`config.mk`:
```
export PLATFORM = sky130hd
export DESIGN_NAME = pipe_stage_reg
export DESIGN_NICKNAME = d
export VERILOG_FILES = /design/src/rtl/pipe_stage_reg.sv
export SDC_FILE = /design/constraint.sdc
export NUM_CORES = 1
export LEC_CHECK = 0
export BUFFER_PORTS_ARGS = -buffer_cell sky130_fd_sc_hd__buf_2
export CAP_MARGIN = 0
export CELL_PAD_IN_SITES_DETAIL_PLACEMENT = 0
export CELL_PAD_IN_SITES_GLOBAL_PLACEMENT = 2
export CORE_ASPECT_RATIO = 1.4
export CORE_MARGIN = 5
export CORE_UTILIZATION = 25
export DETAILED_ROUTE_END_ITERATION = 6
export GPL_ROUTABILITY_DRIVEN = 1
export GPL_TIMING_DRIVEN = 0
export PLACE_DENSITY_LB_ADDON = 0.1
export REMOVE_ABC_BUFFERS = 1
export SKIP_CTS_REPAIR_TIMING = 1
export SKIP_LAST_GASP = 1
export SYNTH_ARGS = -nofsm -noshare
export SYNTH_HDL_FRONTEND = slang
export SYNTH_SLANG_ARGS = --single-unit
```
`constraint.sdc`:
```
create_clock -name clk -period 7.8 [get_ports clk]
set_input_delay 1.56 -clock clk [delete_from_list [all_inputs] [get_ports clk]]
set_output_delay 1.56 -clock clk [all_outputs]
set_load 0.01 [all_outputs]
```
`src/rtl/pipe_stage_reg.sv`:
```
// ----------------------------------------------------------------------------
// pipe_stage_reg
//
// Pipeline register placed between two processor stages. On every rising
// edge it sorts the stall/flush inputs into one of four actions and updates
// the payload, the multi-cycle carry state and two statistics counters.
//
// Edge action, highest priority first:
//   FLUSH   (flush_i)                    payload <- NOP, valid <- 0, carry <- 0
//   BUBBLE  (stall_up & !stall_dn)       payload <- NOP, valid <- 0, carry <- carry_i
//   ADVANCE (!stall_up & !stall_dn)      payload <- in_data, valid <- in_valid, carry <- 0
//   HOLD    (stall_dn)                   payload/valid kept,             carry <- carry_i
//
// A HOLD with stall_up=0 means the downstream stage is stalled while the
// upstream stage still believes it can push; the payload is held, and the
// sticky err_o flag is raised.
//
// Ports:
//   clk        in   1        rising-edge clock
//   rst        in   1        asynchronous active-high reset
//   in_data    in   DATA_W   payload from upstream stage
//   in_valid   in   1        payload qualifies a real instruction
//   stall_up   in   1        upstream stage stalled
//   stall_dn   in   1        downstream stage stalled
//   flush_i    in   1        exception / redirect flush
//   carry_i    in   CARRY_W  multi-cycle operation state from upstream
//   cnt_clr_i  in   1        synchronous clear of counters and err_o
//   out_data   out  DATA_W   registered payload
//   out_valid  out  1        registered valid
//   carry_o    out  CARRY_W  registered carry state returned upstream
//   bubble_cnt out  CNT_W    saturating count of BUBBLE edges
//   hold_cnt   out  CNT_W    saturating count of HOLD edges
//   err_o      out  1        sticky illegal-stall-combination flag
// ----------------------------------------------------------------------------
module pipe_stage_reg #(
    parameter int                 DATA_W    = 140,
    parameter logic [DATA_W-1:0]  NOP_VALUE = '0,
    parameter int                 CARRY_W   = 66,
    parameter bit                 CARRY_EN  = 1'b1,
    parameter int                 CNT_W     = 16
) (
    input  logic               clk,
    input  logic               rst,
    input  logic [DATA_W-1:0]  in_data,
    input  logic               in_valid,
    input  logic               stall_up,
    input  logic               stall_dn,
    input  logic               flush_i,
    input  logic [CARRY_W-1:0] carry_i,
    input  logic               cnt_clr_i,
    output logic [DATA_W-1:0]  out_data,
    output logic               out_valid,
    output logic [CARRY_W-1:0] carry_o,
    output logic [CNT_W-1:0]   bubble_cnt,
    output logic [CNT_W-1:0]   hold_cnt,
    output logic               err_o
);

    typedef enum logic [1:0] {
        ACT_FLUSH   = 2'd0,
        ACT_BUBBLE  = 2'd1,
        ACT_ADVANCE = 2'd2,
        ACT_HOLD    = 2'd3
    } act_t;

    localparam logic [CNT_W-1:0] CNT_MAX = '1;

    act_t               act;
    logic               illegal_stall;
    logic [DATA_W-1:0]  data_nxt;
    logic               valid_nxt;
    logic [CARRY_W-1:0] carry_nxt;
    logic [CNT_W-1:0]   bubble_nxt;
    logic [CNT_W-1:0]   hold_nxt;
    logic               err_nxt;

    // ------------------------------------------------------------------
    // Edge classification
    // ------------------------------------------------------------------
    always_comb begin
        act = ACT_HOLD;
        if (flush_i) begin
            act = ACT_FLUSH;
        end else if (stall_up && !stall_dn) begin
            act = ACT_BUBBLE;
        end else if (!stall_up && !stall_dn) begin
            act = ACT_ADVANCE;
        end else begin
            act = ACT_HOLD;
        end
    end

    // Only a genuine HOLD edge can be illegal; a flush wins over it.
    assign illegal_stall = (act == ACT_HOLD) && !stall_up;

    // ------------------------------------------------------------------
    // Payload / carry next state
    // ------------------------------------------------------------------
    always_comb begin
        data_nxt  = out_data;
        valid_nxt = out_valid;
        carry_nxt = '0;
        case (act)
            ACT_FLUSH: begin
                data_nxt  = NOP_VALUE;
                valid_nxt = 1'b0;
                carry_nxt = '0;
            end
            ACT_BUBBLE: begin
                data_nxt  = NOP_VALUE;
                valid_nxt = 1'b0;
                carry_nxt = carry_i;
            end
            ACT_ADVANCE: begin
                data_nxt  = in_data;
                valid_nxt = in_valid;
                carry_nxt = '0;
            end
            ACT_HOLD: begin
                data_nxt  = out_data;
                valid_nxt = out_valid;
                carry_nxt = carry_i;
            end
            default: begin
                data_nxt  = out_data;
                valid_nxt = out_valid;
                carry_nxt = '0;
            end
        endcase
    end

    // ------------------------------------------------------------------
    // Statistics next state. The clear wins over any increment or error
    // raised on the same edge.
    // ------------------------------------------------------------------
    always_comb begin
        bubble_nxt = bubble_cnt;
        hold_nxt   = hold_cnt;
        err_nxt    = err_o;
        if (cnt_clr_i) begin
            bubble_nxt = '0;
            hold_nxt   = '0;
            err_nxt    = 1'b0;
        end else begin
            if ((act == ACT_BUBBLE) && (bubble_cnt != CNT_MAX)) begin
                bubble_nxt = bubble_cnt + 1'b1;
            end
            if ((act == ACT_HOLD) && (hold_cnt != CNT_MAX)) begin
                hold_nxt = hold_cnt + 1'b1;
            end
            if (illegal_stall) begin
                err_nxt = 1'b1;
            end
        end
    end

    // ------------------------------------------------------------------
    // Registers
    // ------------------------------------------------------------------
    always_ff @(posedge clk or posedge rst) begin
        if (rst) begin
            out_data  <= NOP_VALUE;
            out_valid <= 1'b0;
        end else begin
            out_data  <= data_nxt;
            out_valid <= valid_nxt;
        end
    end

    always_ff @(posedge clk or posedge rst) begin
        if (rst) begin
            bubble_cnt <= '0;
            hold_cnt   <= '0;
            err_o      <= 1'b0;
        end else begin
            bubble_cnt <= bubble_nxt;
            hold_cnt   <= hold_nxt;
            err_o      <= err_nxt;
        end
    end

    // The carry register only exists when multi-cycle operations are used.
    generate
        if (CARRY_EN) begin : g_carry
            logic [CARRY_W-1:0] carry_q;
            always_ff @(posedge clk or posedge rst) begin
                if (rst) begin
                    carry_q <= '0;
                end else begin
                    carry_q <= carry_nxt;
                end
            end
            assign carry_o = carry_q;
        end else begin : g_no_carry
            logic unused_carry;
            assign unused_carry = ^{carry_nxt, carry_i};
            assign carry_o      = '0;
        end
    endgenerate

endmodule

```
### After elaboration in Yosys (flattened, before gate mapping)

Cells that the tools add are included.

| storage, ports and cells | value |
|---|---|
| bits in registers | 240 |
| word-level logic and storage cells | 39 |

| operators by class | value |
|---|---|
| $add $sub $neg | 2 |
| eq/ne operators | 5 |
| muxes and demuxes | 12 |
| reductions and logical operators | 14 |

Operators by type and width:

| operator | count |
|---|---|
| case mux 140 bit (2 select lines) | 1 |
| case mux 66 bit (2 select lines) | 1 |
| two-way mux 16 bit | 4 |
| adder 16 x 1 -> 16 bit, second input constant | 2 |
| != test 16 bit, second input constant | 2 |
| nonzero test 2 bit | 3 |
| OR reduction 2 bit | 3 |
| logical AND 1 bit | 5 |
| == test 2 bit, second input constant | 2 |
| two-way mux 2 bit | 2 |
| two-way mux 1 bit | 3 |
| == test 2 x 1 -> 1 bit, second input constant | 1 |
| zero test 1 bit | 2 |
| zero test 2 bit | 1 |
| case mux 1 bit (2 select lines) | 1 |

### Logic depth before layout (Yosys ltp)

| logic depth | value |
|---|---|
| depth in word-level cells | 9 |
| gate-level depth with buffers | 6 |
| depth with buffers taken out | 5 |

### Least setup slack after synthesis

OpenSTA, ideal clock, no wires.

| timing | value |
|---|---|
| path type | input to register |
| start point | input port stall_dn |
| end point | register bubble_cnt[13] |
| arrival time | 2,688 ps |
| required time | 7,672 ps |
| slack | 4,984 ps |
| stages on the path | 4 |
| path buffers | 0 |
| cells stage by stage | nand4b_1 > or4_4 > nor3_1 > mux2_1 |

| on the way | value |
|---|---|
| longest elaborated chain between the ends | 8 |
| elaborated cells between the ends (all ways) | 9 |

RTL lines:

| what | RTL line | text |
|---|---|---|
| start, declared | 47 | `input logic stall_dn,` |
| zero test 1 bit (*) | 84, 86 |  |
| logical AND 1 bit | 86 | `end else if (!stall_up && !stall_dn) begin` |
| two-way mux 1 bit | 86 |  |
| two-way mux 2 bit (*) | 84 | `end else if (stall_up && !stall_dn) begin` |
| two-way mux 2 bit (*) | 82 | `if (flush_i) begin` |
| == test 2 x 1 -> 1 bit (*) | 145 | `if ((act == ACT_BUBBLE) && (bubble_cnt != CNT_MAX)) begin` |
| logical AND 1 bit (*) | 145 |  |
| nonzero test 2 bit (no source line) (*) | - |  |
| end signal, assigned | 176 | `bubble_cnt <= bubble_nxt;` |
| end, declared | 54 | `output logic [CNT_W-1:0] bubble_cnt,` |

Every way passes the cells marked *; elsewhere a longest branch is shown, timed or not.
A chain may end at the register's enable or synchronous reset.

### Worst setup path in the final report

| timing | value |
|---|---|
| start point | input port stall_dn |
| end point | register hold_cnt[4] |

| on the way | value |
|---|---|
| longest elaborated chain between the ends | 8 |
| elaborated cells between the ends (all ways) | 9 |

RTL lines:

| what | RTL line | text |
|---|---|---|
| zero test 1 bit (*) | 84, 86 |  |
| logical AND 1 bit | 86 |  |
| two-way mux 1 bit | 86 |  |
| two-way mux 2 bit (*) | 84 |  |
| two-way mux 2 bit (*) | 82 |  |
| == test 2 bit (*) | 148 | `if ((act == ACT_HOLD) && (hold_cnt != CNT_MAX)) begin` |
| logical AND 1 bit (*) | 148 |  |
| nonzero test 2 bit (no source line) (*) | - |  |
| end signal, assigned | 177 | `hold_cnt <= hold_nxt;` |
| end, declared | 55 | `output logic [CNT_W-1:0] hold_cnt,` |

Marked as above.

==> metrics.md <==
| Metric | Value |
|---|---|
| Core footprint | `around 36000 um^2` |
| RSZ-0062 raised after global routing | `no` |
| Root buf cell | `sky130_fd_sc_hd__clkbuf_16` |
| Cell types with the highest counts after synthesis | `sky130_fd_sc_hd__dfrtp_1, sky130_fd_sc_hd__a22o_1, sky130_fd_sc_hd__and2_1` |
| DRT iter0 DRCs | `~270` |
| 1st-pass router iterations | `4` |
| Cell Pwr Density | `224 nW/um^2` |
| Worst R2R Setup Slack | `5460 ps` |
| Pin count of the biggest net entering global routing | `roughly 110` |
| Number of top-level pins | `~450` |
| Number of antenna-violating nets in the routed design | `0` |
| Number of cells on the worst hold path | `1` |
| Height of the chip | `~230 um` |
| Worst path most repeated cell | `sky130_fd_sc_hd__buf_12` |
| Post-route design area | `around 13000 um^2` |
| Inserted Clock Buffers | `27` |
| Layout cells sized above 1 | `between 40 and 50%` |
| Post-place setup slack | `4220 ps` |
| Post-Place Cell Area | `between 10000 and 15000 um^2` |
| Largest clock skew in the final design | `a little over 10 ps` |
| Critical path's slowest cell | `sky130_fd_sc_hd__nor2b_4` |
| Final standard cell utilization of the core | `36.0%` |
| Crit path time final | `around 3000 ps` |
| Count of cells along the worst register-to-register path | `5` |
| Pins over their slew limit | `0` |
| CP max stage delay | `roughly 500 ps` |
| Hold path start | `out_data[136]$_DFFE_PP0P_` |
| Clock Path Buffers | `3` |
| Worst IR drop on VDD | `roughly 160 uV` |
| CP startpoint | `stall_dn` |
| Number of max-cap violations | `0` |
| Total wire length | `around 33000 um` |
| Leading cell types by total area after synthesis | `sky130_fd_sc_hd__dfrtp_1, sky130_fd_sc_hd__a22o_1, sky130_fd_sc_hd__and2_1, sky130_fd_sc_hd__a21oi_1, sky130_fd_sc_hd__clkbuf_1` |
| Portion of the post-synthesis area used by sequential elements | `about 67%` |
| Total via count in the routed design | `slightly above 7k` |
| Capture point of the worst reg-to-reg path | `hold_cnt[4]$_DFFE_PP0P_` |
| Synth Register Bits | `between 200 and 250` |
| Leading register cell type out of synthesis | `sky130_fd_sc_hd__dfrtp_1` |
| Initial antenna violation count | `10` |
| Hold Crit Endpoint | `out_data[136]$_DFFE_PP0P_` |
| Full die area | `between 30000 and 40000 um^2` |
| Largest area contributor in the synthesized netlist | `sky130_fd_sc_hd__dfrtp_1` |
| Standard-cell rows | `82` |
| Maximum clock rate | `around 0.34 GHz` |
| Largest fanout on the critical path | `34` |
| Port buffer count | `~450` |
| P&R area growth vs syn | `43.6%` |
| Crit path buffers/inverters | `3` |
| Worst setup margin | `between 4000 and 5000 ps` |
| Area of combinational cells with multiple inputs | `2750 um^2` |
| Count of flip-flops with a built-in enable after synthesis | `0` |
| Number of setup violations in the final report | `0` |
| Wire length of the first global-routing pass | `between 40000 and 50000 um` |
| Remaining global-route overflow | `0` |
| Leakage power summed over all cells | `slightly below 7 nW` |
| FFs w/ async S/R, synth | `100%` |
| Die Span X | `between 150 and 200 um` |
| Final Net Count | `approximately 1.3k` |
| Final weighted congestion in routability-driven placement | `0.732` |
| TritonCTS clock tree | `done` |
| Critical path launch point type | `input pin` |
| Register Area | `between 6000 and 7000 um^2` |
| Cell variety after synth | `40` |
| Post-CTS clock slew at the launch and capture registers of the worst setup and hold paths | `60 ps` |
| Final Hold Fails | `0` |
| Slew at the pin closest to its max-slew limit | `~1000 ps` |
| Avg Vias per Cell | `around 4.5` |
| Result of the run | `finished clean` |
| Data arrival time of the critical path | `3390 ps` |
| Fraction of synthesized cell area taken by the top area cell type | `around 67%` |
| Number of warnings reported in the yosys synthesis log | `0` |
| Dpl hpwl | `approximately 25000 um` |
| Post-route clock period utilization | `a little under two fifths` |
| Synthesized instance count | `around 660` |
| Critical Path RT | `8230 ps` |
| Path category of the worst min-delay check | `flop to flop` |
| Insertion delay to the later sink of the worst-skew pair | `~540 ps` |
| Gr usage total | `16.0%` |
| Netlist area before placement | `slightly below 9000 um^2` |
| R2R Path Start | `hold_cnt[1]$_DFFE_PP0P_` |
| CTS H-tree lvls | `1` |
| WS Path Type | `input pin to flop` |
| Residual DRC count | `0` |
| Post-detailed-route wirelength per cell | `between 20 and 25 um` |
| Worst path cell trace | `buf_2 > nor2b_4 > buf_12 > buf_12 > nand2_1 > nor3_1 > mux2_1` |
| Critical Path Sink Type | `flop` |
| Initial core utilization | `roughly a quarter` |
| Number of sinks handled by clock tree synthesis | `240` |
| Slew Limit Headroom | `32.9%` |
| Fill count | `about 3.6k` |
| Post-Synthesis Mean Instance Area | `between 10 and 15 um^2` |
| Family of cells with the greatest summed delay on the critical path | `simple AND/OR/NAND/NOR gates` |
| Vias in the first global route | `around 7.6k` |
| Count leader, synth | `sky130_fd_sc_hd__dfrtp_1` |
where the power goes:
| part | switching, mW | total (mW) | internal [mW] |
|---|---|---|---|
| Sequential | 0.0197 | 1.31 | 1.29 |
| Combinational | 0.140 | 0.252 | 0.112 |
| Clock | 0.524 | 1.31 | 0.785 |
| Total | 0.683 | 2.87 | 2.19 |
per-layer routing:
metal  wire length (um)  vias up  global-route usage, %
li1                   -     3360                      -
met1              12200     3478                   18.3
met2              16600      302                   27.1
met3               3310       58                   6.40
met4                917       10                   5.51
met5                 49        -                      0
worst max-delay path by stage:
stage / slack (ps) / end / depth (start not counted)
floorplan: -1640 / out_data[0]$_DFFE_PP0P_ / 2
global placement: -7950 / out_valid$_DFFE_PP0P_ / 3
detailed placement: 4220 / hold_cnt[4]$_DFFE_PP0P_ / 7
CTS: 4810 / hold_cnt[10]$_DFFE_PP0P_ / 7
global route: 4690 / hold_cnt[10]$_DFFE_PP0P_ / 7
finish: 4840 / hold_cnt[4]$_DFFE_PP0P_ / 7
metrics by stage:
step                      setup TNS (ps)  power (mW)  hold WS, ps  instances
after floorplan                  -316400        1.44          531        619
after global placement          -2121600        1.59          482       1533
after detailed placement               0        1.59          485       1552
after CTS                              0        2.93          503       1602
after global routing                   0        3.01          509       1605
final                                  0        2.87          497       1605
final cells by class:
cell class              instances  share of cell area, %
diodes                          3                 0.0586
flip-flops and latches        240                   46.9
repair buffers                471                   19.9
multi-input cells             375                   21.4
inverters                       4                  0.176
clock buffers                  40                   6.04
well taps                     462                   4.51
clock inverters                10                   1.01
layout by cell type, fill, tap and decap left out, drive strengths merged, types with 9 or more instances in the layout:
cell,netlist,layout
nand2,13,13
buf,16,471
nor2b,9,9
o21ai,9,9
a21oi,22,22
or3,9,9
dfrtp,240,240
or4,12,12
nand3,12,12
a22o,141,141
nand4,10,10
o31ai,12,12
and2,67,67
nor2,18,18
clkbuf,28,40
cells by family (layout without fill, tap and decap cells):
logic type,count (synthesis),after routing,synth area share [%]
DFF,240,240,67.3
AOI/OAI and AO/OA,189,189,17.0
and+or+nand+nor,173,173,11.9
buffers and inverters,48,525,2.16
muxes,10,10,1.22
adders and majority gates,2,2,0.280
xor gates and xnor gates,1,1,0.0981
other,0,3,0
registers in the layout, indices dropped and copies added (netlist names):
signal      cells
bubble_cnt     16
out_data      140
err_o           1
out_valid       1
hold_cnt       16
carry_o        66
Note: power is estimated with default switching activity, not from simulation.
